===== src/rtl/process_element_div_23s_15ns_8s_pkg.sv =====
// Shared definitions for the signed/unsigned restoring divider.
//   - default operand widths
//   - FSM state encoding
//   - quotient saturation limits
package process_element_div_23s_15ns_8s_pkg;

    localparam int DIVIDEND_W_DEF = 23;
    localparam int DIVISOR_W_DEF  = 15;
    localparam int QUOT_W_DEF     = 8;

    localparam int QUOT_MAX = (2 ** (QUOT_W_DEF - 1)) - 1;
    localparam int QUOT_MIN = -(2 ** (QUOT_W_DEF - 1));

    typedef enum logic [1:0] {
        IDLE = 2'd0,
        CALC = 2'd1,
        DONE = 2'd2
    } state_t;

endpackage


===== src/rtl/process_element_div_23s_15ns_8s_if.sv =====
// Handshake/data bundle for the divider.
//   master : producer/consumer side (drives operands and out_ready)
//   slave  : divider side (drives in_ready and results)
interface process_element_div_23s_15ns_8s_if #(
    parameter int DIVIDEND_W = 23,
    parameter int DIVISOR_W  = 15,
    parameter int QUOT_W     = 8
);
    logic                  in_valid;
    logic                  in_ready;
    logic [DIVIDEND_W-1:0] dividend;
    logic [DIVISOR_W-1:0]  divisor;
    logic                  out_valid;
    logic                  out_ready;
    logic [QUOT_W-1:0]     quot;
    logic [DIVISOR_W:0]    rem;
    logic                  sat;
    logic                  div_zero;

    modport master (
        output in_valid, dividend, divisor, out_ready,
        input  in_ready, out_valid, quot, rem, sat, div_zero
    );

    modport slave (
        input  in_valid, dividend, divisor, out_ready,
        output in_ready, out_valid, quot, rem, sat, div_zero
    );
endinterface


===== src/rtl/process_element_div_step.sv =====
// One restoring shift-subtract step.
//   rem_i     : partial remainder (always < divisor)
//   bit_i     : next dividend bit, MSB first
//   divisor_i : unsigned divisor
//   rem_o     : updated partial remainder
//   q_o       : quotient bit produced by this step
module process_element_div_step #(
    parameter int DIVISOR_W = 15
) (
    input  logic [DIVISOR_W-1:0] rem_i,
    input  logic                 bit_i,
    input  logic [DIVISOR_W-1:0] divisor_i,
    output logic [DIVISOR_W-1:0] rem_o,
    output logic                 q_o
);
    logic [DIVISOR_W:0] shifted;
    logic [DIVISOR_W:0] divisor_ext;

    always_comb begin
        shifted     = {rem_i, bit_i};
        divisor_ext = {1'b0, divisor_i};
        q_o         = 1'b0;
        rem_o       = shifted[DIVISOR_W-1:0];
        // The difference always fits DIVISOR_W bits when it is taken,
        // because the partial remainder is kept below the divisor.
        if (shifted >= divisor_ext) begin
            q_o   = 1'b1;
            rem_o = DIVISOR_W'(shifted - divisor_ext);
        end
    end
endmodule


===== src/rtl/process_element_div_23s_15ns_8s.sv =====
// Signed dividend / unsigned divisor restoring divider with saturated
// signed quotient and signed remainder (sign follows the dividend).
//   clk, reset (sync, active high), ce (global clock enable)
//   bus        : slave side of the handshake/data interface
//
// state | meaning
// ------+--------------------------------------------------------------
// IDLE  | in_ready high (with ce); waiting for an operand pair
// CALC  | DIVIDEND_W shift-subtract steps, then one cycle to finalise
// DONE  | out_valid high; results held until out_ready
module process_element_div_23s_15ns_8s
    import process_element_div_23s_15ns_8s_pkg::*;
#(
    parameter int DIVIDEND_W = DIVIDEND_W_DEF,
    parameter int DIVISOR_W  = DIVISOR_W_DEF,
    parameter int QUOT_W     = QUOT_W_DEF
) (
    input  logic clk,
    input  logic reset,
    input  logic ce,
    process_element_div_23s_15ns_8s_if.slave bus
);
    localparam int CNT_W = $clog2(DIVIDEND_W + 1);
    localparam logic [CNT_W-1:0]      CNT_LAST = CNT_W'(DIVIDEND_W);
    localparam logic [QUOT_W-1:0]     Q_MAX    = QUOT_W'(QUOT_MAX);
    localparam logic [QUOT_W-1:0]     Q_MIN    = QUOT_W'(QUOT_MIN);
    localparam logic [DIVIDEND_W-1:0] POS_LIM  = DIVIDEND_W'(QUOT_MAX);
    localparam logic [DIVIDEND_W-1:0] NEG_LIM  = DIVIDEND_W'(-QUOT_MIN);

    state_t                state_q, state_d;
    logic [CNT_W-1:0]      cnt_q, cnt_d;
    // Holds the dividend magnitude; quotient bits shift in from the LSB
    // as magnitude bits shift out of the MSB.
    logic [DIVIDEND_W-1:0] acc_q, acc_d;
    logic [DIVISOR_W-1:0]  prem_q, prem_d;
    logic [DIVISOR_W-1:0]  div_q, div_d;
    logic                  neg_q, neg_d;
    logic [QUOT_W-1:0]     quot_q, quot_d;
    logic [DIVISOR_W:0]    rem_q, rem_d;
    logic                  sat_q, sat_d;
    logic                  dz_q, dz_d;

    logic [DIVISOR_W-1:0]  step_rem;
    logic                  step_q;
    logic [DIVISOR_W:0]    rem_mag;

    process_element_div_step #(
        .DIVISOR_W (DIVISOR_W)
    ) u_step (
        .rem_i     (prem_q),
        .bit_i     (acc_q[DIVIDEND_W-1]),
        .divisor_i (div_q),
        .rem_o     (step_rem),
        .q_o       (step_q)
    );

    always_comb begin
        state_d = state_q;
        cnt_d   = cnt_q;
        acc_d   = acc_q;
        prem_d  = prem_q;
        div_d   = div_q;
        neg_d   = neg_q;
        quot_d  = quot_q;
        rem_d   = rem_q;
        sat_d   = sat_q;
        dz_d    = dz_q;
        rem_mag = {1'b0, prem_q};

        case (state_q)
            IDLE: begin
                if (bus.in_valid) begin
                    neg_d   = bus.dividend[DIVIDEND_W-1];
                    // Two's-complement negate in DIVIDEND_W unsigned bits;
                    // the most negative dividend maps to 2^(DIVIDEND_W-1).
                    acc_d   = neg_d ? (~bus.dividend + 1'b1) : bus.dividend;
                    div_d   = bus.divisor;
                    prem_d  = '0;
                    cnt_d   = '0;
                    state_d = CALC;
                end
            end
            CALC: begin
                if (cnt_q == CNT_LAST) begin
                    // With a zero divisor every step subtracts nothing, so
                    // prem holds the low DIVISOR_W bits of the magnitude.
                    rem_d = neg_q ? (-rem_mag) : rem_mag;
                    if (div_q == '0) begin
                        dz_d   = 1'b1;
                        sat_d  = 1'b1;
                        quot_d = neg_q ? Q_MIN : Q_MAX;
                    end else begin
                        dz_d = 1'b0;
                        if (!neg_q) begin
                            sat_d  = (acc_q > POS_LIM);
                            quot_d = sat_d ? Q_MAX : acc_q[QUOT_W-1:0];
                        end else begin
                            sat_d  = (acc_q > NEG_LIM);
                            quot_d = sat_d ? Q_MIN : (-acc_q[QUOT_W-1:0]);
                        end
                    end
                    state_d = DONE;
                end else begin
                    acc_d  = {acc_q[DIVIDEND_W-2:0], step_q};
                    prem_d = step_rem;
                    cnt_d  = cnt_q + 1'b1;
                end
            end
            DONE: begin
                if (bus.out_ready) begin
                    state_d = IDLE;
                end
            end
            default: state_d = IDLE;
        endcase
    end

    always_ff @(posedge clk) begin
        if (reset) begin
            state_q <= IDLE;
            cnt_q   <= '0;
            acc_q   <= '0;
            prem_q  <= '0;
            div_q   <= '0;
            neg_q   <= 1'b0;
            quot_q  <= '0;
            rem_q   <= '0;
            sat_q   <= 1'b0;
            dz_q    <= 1'b0;
        end else if (ce) begin
            state_q <= state_d;
            cnt_q   <= cnt_d;
            acc_q   <= acc_d;
            prem_q  <= prem_d;
            div_q   <= div_d;
            neg_q   <= neg_d;
            quot_q  <= quot_d;
            rem_q   <= rem_d;
            sat_q   <= sat_d;
            dz_q    <= dz_d;
        end
    end

    assign bus.in_ready  = (state_q == IDLE) && ce;
    assign bus.out_valid = (state_q == DONE);
    assign bus.quot      = quot_q;
    assign bus.rem       = rem_q;
    assign bus.sat       = sat_q;
    assign bus.div_zero  = dz_q;

endmodule


===== src/flat_wrapper.sv =====
// flat-port wrapper written by rule: the top's interface ports become plain ports
module process_element_div_23s_15ns_8s_flat import process_element_div_23s_15ns_8s_pkg::*;
#(
    parameter int DIVIDEND_W = DIVIDEND_W_DEF,
    parameter int DIVISOR_W  = DIVISOR_W_DEF,
    parameter int QUOT_W     = QUOT_W_DEF
)
  (clk, reset, ce, bus_in_valid, bus_dividend, bus_divisor, bus_out_ready, bus_in_ready, bus_out_valid, bus_quot, bus_rem, bus_sat, bus_div_zero);
  process_element_div_23s_15ns_8s_if #(.DIVIDEND_W(DIVIDEND_W), .DIVISOR_W(DIVISOR_W), .QUOT_W(QUOT_W)) bus_i ();
  input  logic clk;
  input  logic reset;
  input  logic ce;
  input wire logic [$bits(bus_i.in_valid)-1:0] bus_in_valid;
  input wire logic [$bits(bus_i.dividend)-1:0] bus_dividend;
  input wire logic [$bits(bus_i.divisor)-1:0] bus_divisor;
  input wire logic [$bits(bus_i.out_ready)-1:0] bus_out_ready;
  output wire logic [$bits(bus_i.in_ready)-1:0] bus_in_ready;
  output wire logic [$bits(bus_i.out_valid)-1:0] bus_out_valid;
  output wire logic [$bits(bus_i.quot)-1:0] bus_quot;
  output wire logic [$bits(bus_i.rem)-1:0] bus_rem;
  output wire logic [$bits(bus_i.sat)-1:0] bus_sat;
  output wire logic [$bits(bus_i.div_zero)-1:0] bus_div_zero;
  assign bus_i.in_valid = bus_in_valid;
  assign bus_i.dividend = bus_dividend;
  assign bus_i.divisor = bus_divisor;
  assign bus_i.out_ready = bus_out_ready;
  assign bus_in_ready = bus_i.in_ready;
  assign bus_out_valid = bus_i.out_valid;
  assign bus_quot = bus_i.quot;
  assign bus_rem = bus_i.rem;
  assign bus_sat = bus_i.sat;
  assign bus_div_zero = bus_i.div_zero;
  process_element_div_23s_15ns_8s #(.DIVIDEND_W(DIVIDEND_W), .DIVISOR_W(DIVISOR_W), .QUOT_W(QUOT_W)) u_core (.clk(clk), .reset(reset), .ce(ce), .bus(bus_i));
endmodule

===== config.mk =====
export PLATFORM = sky130hd
export DESIGN_NAME = process_element_div_23s_15ns_8s_flat
export DESIGN_NICKNAME = d
export VERILOG_FILES = /design/src/rtl/process_element_div_23s_15ns_8s_pkg.sv /design/src/rtl/process_element_div_23s_15ns_8s_if.sv /design/src/rtl/process_element_div_step.sv /design/src/rtl/process_element_div_23s_15ns_8s.sv /design/src/flat_wrapper.sv
export SDC_FILE = /design/constraint.sdc
export NUM_CORES = 1
export LEC_CHECK = 0
export CORE_MARGIN = 2
export CORE_UTILIZATION = 60
export DETAILED_ROUTE_END_ITERATION = 8
export DONT_BUFFER_PORTS = 1
export GPL_ROUTABILITY_DRIVEN = 1
export HOLD_SLACK_MARGIN = 0.1
export PLACE_DENSITY = 0.76
export REMOVE_ABC_BUFFERS = 1
export SLEW_MARGIN = 20
export SYNTH_ARGS = -nofsm -noshare
export SYNTH_HDL_FRONTEND = slang
export SYNTH_HIERARCHICAL = 1
export SYNTH_SLANG_ARGS = --single-unit

===== constraint.sdc =====
create_clock -name clk -period 3.82 [get_ports clk]
set_input_delay 0.573 -clock clk [delete_from_list [all_inputs] [get_ports clk]]
set_output_delay 0.573 -clock clk [all_outputs]
set_load 0.01 [all_outputs]

==> results.json <==
{
  "slew_headroom": 0.454,
  "viasPerCell": 6.52,
  "yosys_warnings": 6,
  "pwr-share-comb": 0.303,
  "gr-total-overflow": 0,
  "yosys.area.top_type": "dfxtp_1",
  "synth_top_area_share": 0.303,
  "grt_max_degree": 93,
  "wl_per_cell_um": 17.0,
  "drtPass1Iterations": 5,
  "globalRouteTotalUtil": 0.264,
  "vdd_drop_max_mv": 0.205,
  "ctsHoldBuffers": 0,
  "design_area_um2": 5920,
  "final_nets": 765,
  "p_clk_frac": 0.274,
  "period_needed_ns": 3.00,
  "p_sw_uw": 814,
  "avgSynthCellArea_um2": 7.81,
  "postPlaceCellArea_um2": 5720,
  "intPower_mw": 1.56,
  "maxSlewViolCount": 0,
  "tightest_slew_ns": 0.818,
  "p_leak_nw": 2.08,
  "p_per_area_nw_per_um2": 400,
  "synth.area.top_cells": "dfxtp_1 (30%), a21oi_1 (5.1%), nand2_1 (5.0%)",
  "clockRootBuffer": "clkbuf_8",
  "holdCritPathClass": "in2reg",
  "finalWirelength_um": 14200,
  "synth_ff_type": "dfxtp_1",
  "cts.sinks": 87,
  "r2r_start": "u_core/acc_q[22]",
  "drt_first_iter_violations": 429,
  "post-route-util": 0.637,
  "switching_share": 0.343,
  "whs_ns": 0.278,
  "cts_resized": 0,
  "ys_ff_latch": 87,
  "fin_worst_skew_ns": 0.0126,
  "tns_ns": 0,
  "die_x_um": 102,
  "cts_buffers": 9,
  "antenna_found_initial": 0,
  "maxCapViolCount": 0,
  "finalHoldViolCount": 0,
  "crit_type": "reg2reg",
  "die_area_um2": 10400,
  "setup_viol": 0,
  "ios": 71,
  "cts_tree": "done",
  "start_util": 0.619,
  "antenna_cells": 0,
  "synth_edf_count": 0,
  "grt_setup_unrepaired": "no",
  "port_buffers": 0,
  "die_h_um": 102,
  "netlist_area_um2": 5750,
  "clock.fmax_mhz": 334,
  "core_area_um2": 9280,
  "fill_cells": 876,
  "async_reset_ff_frac": 0,
  "status": "complete, no violations",
  "end_kind": "flip-flop",
  "clkTransAtPathRegs_ns": 0.09,
  "postCtsSetupBuffers": 0,
  "min_from": "reset",
  "clk_latency_ns": 0.36,
  "clk_path_buf_depth": 2,
  "hpwl_um": 10200,
  "power_mw": 2.37,
  "cp_data_required_time_ns": 4.06,
  "rows": 35,
  "synth_cells": 736,
  "layout_common_cells": "dfxtp_1 (87), nand2_1 (76), nor2_1 (68), a21oi_1 (59), inv_1 (29)",
  "ant_nets": 0,
  "place.gp.congestion": 0.933,
  "drive_gt1_frac": 0.0722,
  "final_common_cell": "dfxtp_1",
  "fin_crit_sh": 0.785,
  "startpoint_type": "flip-flop",
  "critical_path.startpoint": "u_core/acc_q[22]",
  "grt_pass1_vias": 4619,
  "seq_power_share": 0.423,
  "ys_seq_area_frac": 0.303,
  "area_growth_pct": 2.98,
  "num_vias": 5441,
  "cts_max_level": 3,
  "ys_types": 72,
  "route.detailed.drc": 0,
  "worstPathMaxFanout": 9,
  "grt_pass1_wl_um": 22100,
  "worstPathArrival_ns": 3.24
}
[cell usage after synthesis, types with 6 or more instances]
| library cell | instances |
|---|---|
| a211oi_1 | 23 |
| a21oi_1 | 59 |
| a22oi_1 | 16 |
| a31oi_1 | 10 |
| buf_2 | 7 |
| clkbuf_1 | 36 |
| dfxtp_1 | 87 |
| ha_1 | 20 |
| inv_1 | 29 |
| mux2_2 | 8 |
| mux2i_1 | 8 |
| nand2_1 | 76 |
| nand2b_1 | 13 |
| nand3_1 | 11 |
| nand3b_1 | 6 |
| nand4_1 | 11 |
| nor2_1 | 68 |
| nor2b_1 | 9 |
| nor3_1 | 25 |
| nor4_1 | 12 |
| o2111ai_1 | 8 |
| o21a_1 | 6 |
| o21ai_0 | 21 |
| o221ai_1 | 13 |
| o31ai_1 | 11 |
| o41ai_1 | 11 |
| or2_2 | 6 |
| or3_1 | 11 |
| xnor2_1 | 11 |
| xor2_1 | 20 |
[stage by stage]
step,setup slack (ns),instances
after global routing,0.646,835
after global placement,0.966,819
after floorplan,0.182,685
final,0.823,835
after CTS,0.831,835
after detailed placement,0.852,819
[worst paths after layout]
| kind | end | slack [ns] | cells after the start |
|---|---|---|---|
| min reg2reg | u_core/div_q[9] | 0.47 | 2 |
| max | u_core/prem_q[8] | 0.82 | 11 |
| max reg2reg | u_core/prem_q[8] | 0.82 | 11 |
| min | u_core/acc_q[17] | 0.28 | 1 |
[kinds of logic after synthesis]
group                    Yosys count  synth area share
flip-flops                        87             0.303
AND/OR/NAND/NOR                  276             0.240
multiplexers                      16            0.0296
AO/OA/AOI/OAI                    221             0.270
XOR/XNOR                          31            0.0473
buffers and inverters             84            0.0623
adder cells (fa/ha/maj)           21            0.0470
[registers in the layout, summed over array words and instances, names as in the netlist]
signal and count:
u_core/bus.quot 8, u_core/bus.sat 1, u_core/neg_q 1, u_core/prem_q 15, u_core/bus.rem 16, u_core/cnt_q 5, u_core/acc_q 23, u_core/state_q 2
u_core/div_q 15, u_core/bus.div_zero 1
[critical path, stage by stage (launching register included)]
cell	delay [ns]
dfxtp_1	0.35
inv_1	0.06
ha_1	0.22
fa_1	0.40
and2b_1	0.26
o2111ai_1	0.16
and3_1	0.28
o211a_1	0.39
inv_4	0.18
mux2_2	0.35
a22oi_1	0.18
nor2_1	0.06
[metal layers]
| metal | track usage | part of all wire |
|---|---|---|
| met5 | 0 | 0 |
| met4 | 0.0656 | 0.0070 |
| met3 | 0.0534 | 0.066 |
| met2 | 0.399 | 0.45 |
| met1 | 0.386 | 0.48 |
[layout make-up]
| cell class | instances | area (um2) | share of cell area |
|---|---|---|---|
| clock inverter | 7 | 72.6 | 0.0123 |
| inverter | 33 | 126 | 0.0214 |
| tap | 129 | 161 | 0.0273 |
| sequential | 87 | 1740 | 0.294 |
| multi-input combinational | 565 | 3650 | 0.617 |
| timing repair buffer | 5 | 37.5 | 0.00634 |
| clock buffer | 9 | 124 | 0.0209 |
[power groups by stage]
stage / logic [mW] / clock network, mW / registers (mW)
floorplan: 0.563 / 0 / 1.00
global placement: 0.686 / 0 / 1.02
detailed placement: 0.700 / 0 / 1.02
CTS: 0.706 / 0.660 / 1.00
global route: 0.786 / 0.696 / 1.01
finish: 0.718 / 0.648 / 1.00
Note: power is estimated with default switching activity, not from simulation.
